$ cat config.mk
export PLATFORM = sky130hd
export DESIGN_NAME = crc32_4bit
export DESIGN_NICKNAME = d
export VERILOG_FILES = /design/src/rtl/frame_rx_checker.sv
export SDC_FILE = /design/constraint.sdc
export NUM_CORES = 1
export LEC_CHECK = 0
export ABC_AREA = 1
export BUFFER_PORTS_ARGS = -buffer_cell sky130_fd_sc_hd__buf_2
export CORE_AREA = 10 10 75 77
export DETAILED_ROUTE_END_ITERATION = 10
export DIE_AREA = 0 0 85 87
export GPL_ROUTABILITY_DRIVEN = 0
export GPL_TIMING_DRIVEN = 0
export PLACE_DENSITY = 0.73
export RECOVER_POWER = 25
export SYNTH_ARGS = -nofsm -noshare
export SYNTH_HDL_FRONTEND = slang
export SYNTH_SLANG_ARGS = --single-unit
$ cat constraint.sdc
create_clock -name clock -period 1.3 [get_ports clock]
set_input_delay 0.065 -clock clock [delete_from_list [all_inputs] [get_ports clock]]
set_output_delay 0.065 -clock clock [all_outputs]
set_load 0.01 [all_outputs]
$ cat src/rtl/frame_rx_checker.sv
// Nibble-stream Ethernet/IP/UDP frame receiver: preamble/SFD lock, header capture,
// CRC-32 FCS check, per-frame status pulse with held error flags and saturating counters.

module crc32_4bit (
  input  logic        clock,
  input  logic        reset_n,
  input  logic        clear,
  input  logic        data_valid,
  input  logic [3:0]  data,
  output logic [31:0] crc_out
);
  logic [31:0] crc_q;
  logic [31:0] crc_nxt;

  // Reflected CRC-32, data bits consumed LSB first (low nibble of a byte goes in first)
  always_comb begin
    crc_nxt = crc_q;
    for (int unsigned i = 0; i < 4; i++) begin
      if (crc_nxt[0] ^ data[i]) crc_nxt = (crc_nxt >> 1) ^ 32'hEDB88320;
      else                      crc_nxt = crc_nxt >> 1;
    end
  end

  always_ff @(posedge clock or negedge reset_n) begin
    if (!reset_n)        crc_q <= '1;
    else if (clear)      crc_q <= '1;
    else if (data_valid) crc_q <= crc_nxt;
  end

  assign crc_out = ~crc_q;
endmodule


Word level (Yosys, flattened, before mapping) --
Index checks and enable logic that the tools add are counted.
Storage, ports and cells: register bits after elaboration 32, bits of input ports 8, output and inout bits 32, logic and storage cells 17
Operators by class: reductions and logical operators 1, bitwise logic cells 9, multiplexer cells 6
Operators by type and width (number):
- 32-bit two-way mux | 6
- 13-bit NOT with 14-bit output | 4
- 32-bit NOT | 1
- 1-bit XOR | 4
- 2-bit nonzero test | 1

Depth between registers and ports, before layout --
depth in word-level cells 10, depth in mapped cells 11, depth with buffers taken out 11

Least setup slack after synthesis --
Ideal clock, no wire load.
kind reg-to-reg, start register crc_q[3], end register crc_q[27], data required time 1.222 ns, clock period less this slack 1.318 ns, stages on the path, launching flop included 11, path buffers 1, setup time 0.078 ns, arrival time 1.240 ns, path slack -0.018 ns, path through dfstp_2 inv_2 nand2_2 nand2_4 buf_6 nor2_1 nor2_2 nand2_1 nand2_1 o22ai_1 inv_1
On the way: word-level cells in the longest chain between the ends 7
RTL lines:
- start: declaration | RTL line 12 | logic [31:0] crc_q;
- start signal: assignment | RTL line 27 | else if (data_valid) crc_q <= crc_nxt;
- 32-bit two-way mux (3 in series) | RTL line 19 | if (crc_nxt[0] ^ data[i]) crc_nxt = (crc_nxt >> 1) ^ 32'hEDB88320;
- 1-bit XOR | RTL line 19
- 32-bit two-way mux | RTL line 19
- 32-bit two-way mux | RTL line 27
- 32-bit two-way mux | RTL line 26 | else if (clear) crc_q <= '1;
No other way between the ends. The select of a mux whose other input is x is not followed. A chain may end at the register's enable or synchronous reset.

Worst setup path in the final report --
start register crc_q[1], end register crc_q[24]
On the way: word-level cells in the longest chain between the ends 8
RTL lines (RTL line):
- 32-bit two-way mux * | 19
- 1-bit XOR * | 19
- 32-bit two-way mux * (2 in series) | 19
- 13-bit NOT with 14-bit output (no source line)
- 32-bit two-way mux * | 19
- 32-bit two-way mux * | 27
- 32-bit two-way mux * | 26
Every way passes the cells marked *; elsewhere a longest branch is shown, timed or not. The select of a mux whose other input is x is not followed.

==> impl_metrics.yaml <==
status:
  status: "finished, violations left"
  violations: "setup timing"
timing:
  rsz0062_at_grt: "true"
  hold_viol_final: 0
  relSlewSlack_pct: 47.6
  worst_pin_slew_ns: 0.786
  fmax_mhz: 682
  setup_viol: 24
  fin_ws_ns: -0.166
  min_period_ns: 1.47
  hold_slack_ns: 0.102
  finalCritPeriodShare_pct: 113
  clock_skew_ns: 0.00563
  final_max_slew_viol_count: 0
setup_path:
  r2r-start: "crc_q[1]"
  cp_slowest_stage_delay_ns: 0.61
  arrival_ns: 1.70
  cp_slowest_cell: "dfstp_2"
  cp-end-kind: "flip-flop"
  cp_common_cell: "nand2_8"
  reg2reg_depth: 9
  r2r-end: "crc_q[24]"
  crit_chain: "inv_4 -> nand2_4 -> nand2_8 -> nand2_8 -> nand2_8 -> nand3_1 -> nand3_2 -> o21ai_1 -> inv_1"
  cp-start-kind: "flip-flop"
  cp_max_fo: 7
  worstSetupPathType: "flip-flop to flip-flop"
  cp_data_required_time_ns: 1.54
  rrSetupSlack_ns: -0.17
drt:
  dr.pass1.iters: 4
  vias: 2002
  drtAntennaViolNets: 0
  wirelength_um: 6210
  wl_per_cell_um: 16.2
  viasPerCell: 5.21
  drtIter0Drc: 125
  remaining_drc_errors: 0
floorplan:
  fp.dieW_um: 85
  die_y_um: 87
  start_util_pct: 46.5
  io_pins: 40
  rows: 24
  die_area_um2: 7400
  core_region_area_um2: 4230
global_routing:
  grt_antenna_before_repair: 0
  grt.total_usage_pct: 15.2
  gr-total-overflow: 0
  grt_max_degree: 33
  grt_pass1_wl_um: 9010
  grt_pass1_vias: 1861
synth:
  synth_cells: 268
  synth_flop_cell: "dfstp_2"
  yosysSeqAreaShare_pct: 42.7
  ys_types: 22
  ys_ff_latch: 32
  syn_avg_cell_area_um2: 7.34
  synth_nets: 276
  yosysWarnings: 0
  synth_edf_count: 0
  syn-cell-area_um2: 1970
  synthArstFlopShare_pct: 100
power_and_ir_drop:
  vdd_ir_drop_max_mv: 0.857
  power.density_nw_per_um2: 1120
  p_leak_nw: 1.57
clocking:
  htreeDepth: 2
  cts_hold_buf: 0
  clockBufferDepth: 2
  numCtsBuffers: 5
  cts.clk_slew.worst_paths_ns: 0.07
  root_buffer: "clkbuf_8"
  clock_latency_ns: 0.30
  cts_num_sinks: 32
  cts_tree: "built"
worst_hold_path:
  min_path_cells: 5
  worstHoldEndpoint: "crc_q[8]"
  min_path_type: "primary input to flip-flop"
  hold_start: "data_valid"
placed_design:
  place_ws_ns: -0.174
  dp.final_hpwl_um: 3630
  port_buffers: 39
finish:
  drive_gt1_share_pct: 53.6
  fill_cells: 312
  regMostFlops: "crc_q"
  final_cell_mix: "58 x inv_1, 39 x buf_2, 36 x nand2_1, 32 x dfstp_2"
  seqCellArea_um2: 841
  reg.largest.list: "crc_q (32)"
  multiInputGateArea_um2: 1250
  largest_reg_flops: 32
  nets: 339
  syn2layout_area_growth_pct: 48.8
  final_common_cell: "inv_1"
  antenna_cells: 0
flow_run:
  drv_cap: 0
==> metrics by stage <==
step                cells  instance area, µm²  utilization (%)  TNS (ns)  power [mW]
global placement      359                2230             52.7     -1.22        2.04
finish                384                2930             69.1     -2.32        3.27
global route          384                2930             69.1     -4.20        3.42
detailed placement    359                2230             52.7     -1.74        2.05
CTS                   379                2610             61.7     -1.31        3.02
floorplan             268                1970                -   -0.0423        1.79
==> routing by layer <==
metal | vias up | part of all wire, % | GRT usage, %
met5 | - | 0 | 0
met3 | 18 | 7.1 | 4.40
met1 | 964 | 40 | 16.9
met4 | 0 | 2.0 | 6.44
met2 | 76 | 51 | 26.3
li1 | 944 | - | -
==> cells by family (layout without fill, tap and decap cells) <==
| logic type | Yosys count | count (layout) | share of synthesized area (%) |
|---|---|---|---|
| flops | 32 | 32 | 42.7 |
| simple gates | 115 | 116 | 26.1 |
| compound gates | 41 | 41 | 12.9 |
| buf+inv | 74 | 137 | 14.6 |
| xor+xnor | 6 | 6 | 3.62 |
==> what timing repair did <==
| action | CTS | global route |
|---|---|---|
| pin swaps | 22 | 30 |
| setup endpoints to repair | 18 | 27 |
| endpoints found under the hold margin | 0 | 0 |
| gates resized for setup | 49 | 60 |
| gates cloned | 1 | 0 |
| setup buffers | 11 | 5 |
==> cell type report <==
cell class	instances	share of cell area [%]
Multi-Input combinational cell	163	42.6
Sequential cell	32	28.7
Timing Repair Buffer	55	12.7
Inverter	67	9.27
Clock buffer	8	3.08
Tap cell	52	2.22
Buffer	7	1.37
==> synthesized netlist by cell type, drive strengths merged, types with 3 or more instances <==
master	count	share of area (%)
dfstp	32	43
nor2	25	4.9
inv	67	13
buf	3	1.1
clkbuf	4	0.76
xor2	5	2.2
o21ai	12	3.1
nand3	13	3.3
nand2	75	17
o22ai	16	5.1
a22oi	7	2.7
a21oi	6	2.1
==> critical path, delay by kind of cell (launching register included) <==
kind,cells,cell delay [ns]
AO/OA/AOI/OAI,1,0.09
buffers and inverters,2,0.13
flip-flops,1,0.61
AND/OR/NAND/NOR,6,0.56
==> worst max-delay path by stage <==
stage / from / end / cells after the start
2_1_floorplan: crc_q[2] / crc_q[20] / 6
3_3_place_gp: crc_q[1] / crc_q[24] / 10
3_5_place_dp: crc_q[1] / crc_q[24] / 10
4_1_cts: crc_q[3] / crc_q[8] / 9
5_1_grt: crc_q[3] / crc_q[8] / 9
6_report: crc_q[1] / crc_q[24] / 9
==> where the power goes <==
group	switching (mW)	internal, mW
clock network	0.390	0.431
logic	0.719	0.469
registers	0.0920	1.17
total	1.20	2.07
(Power assumes the default switching activity.)
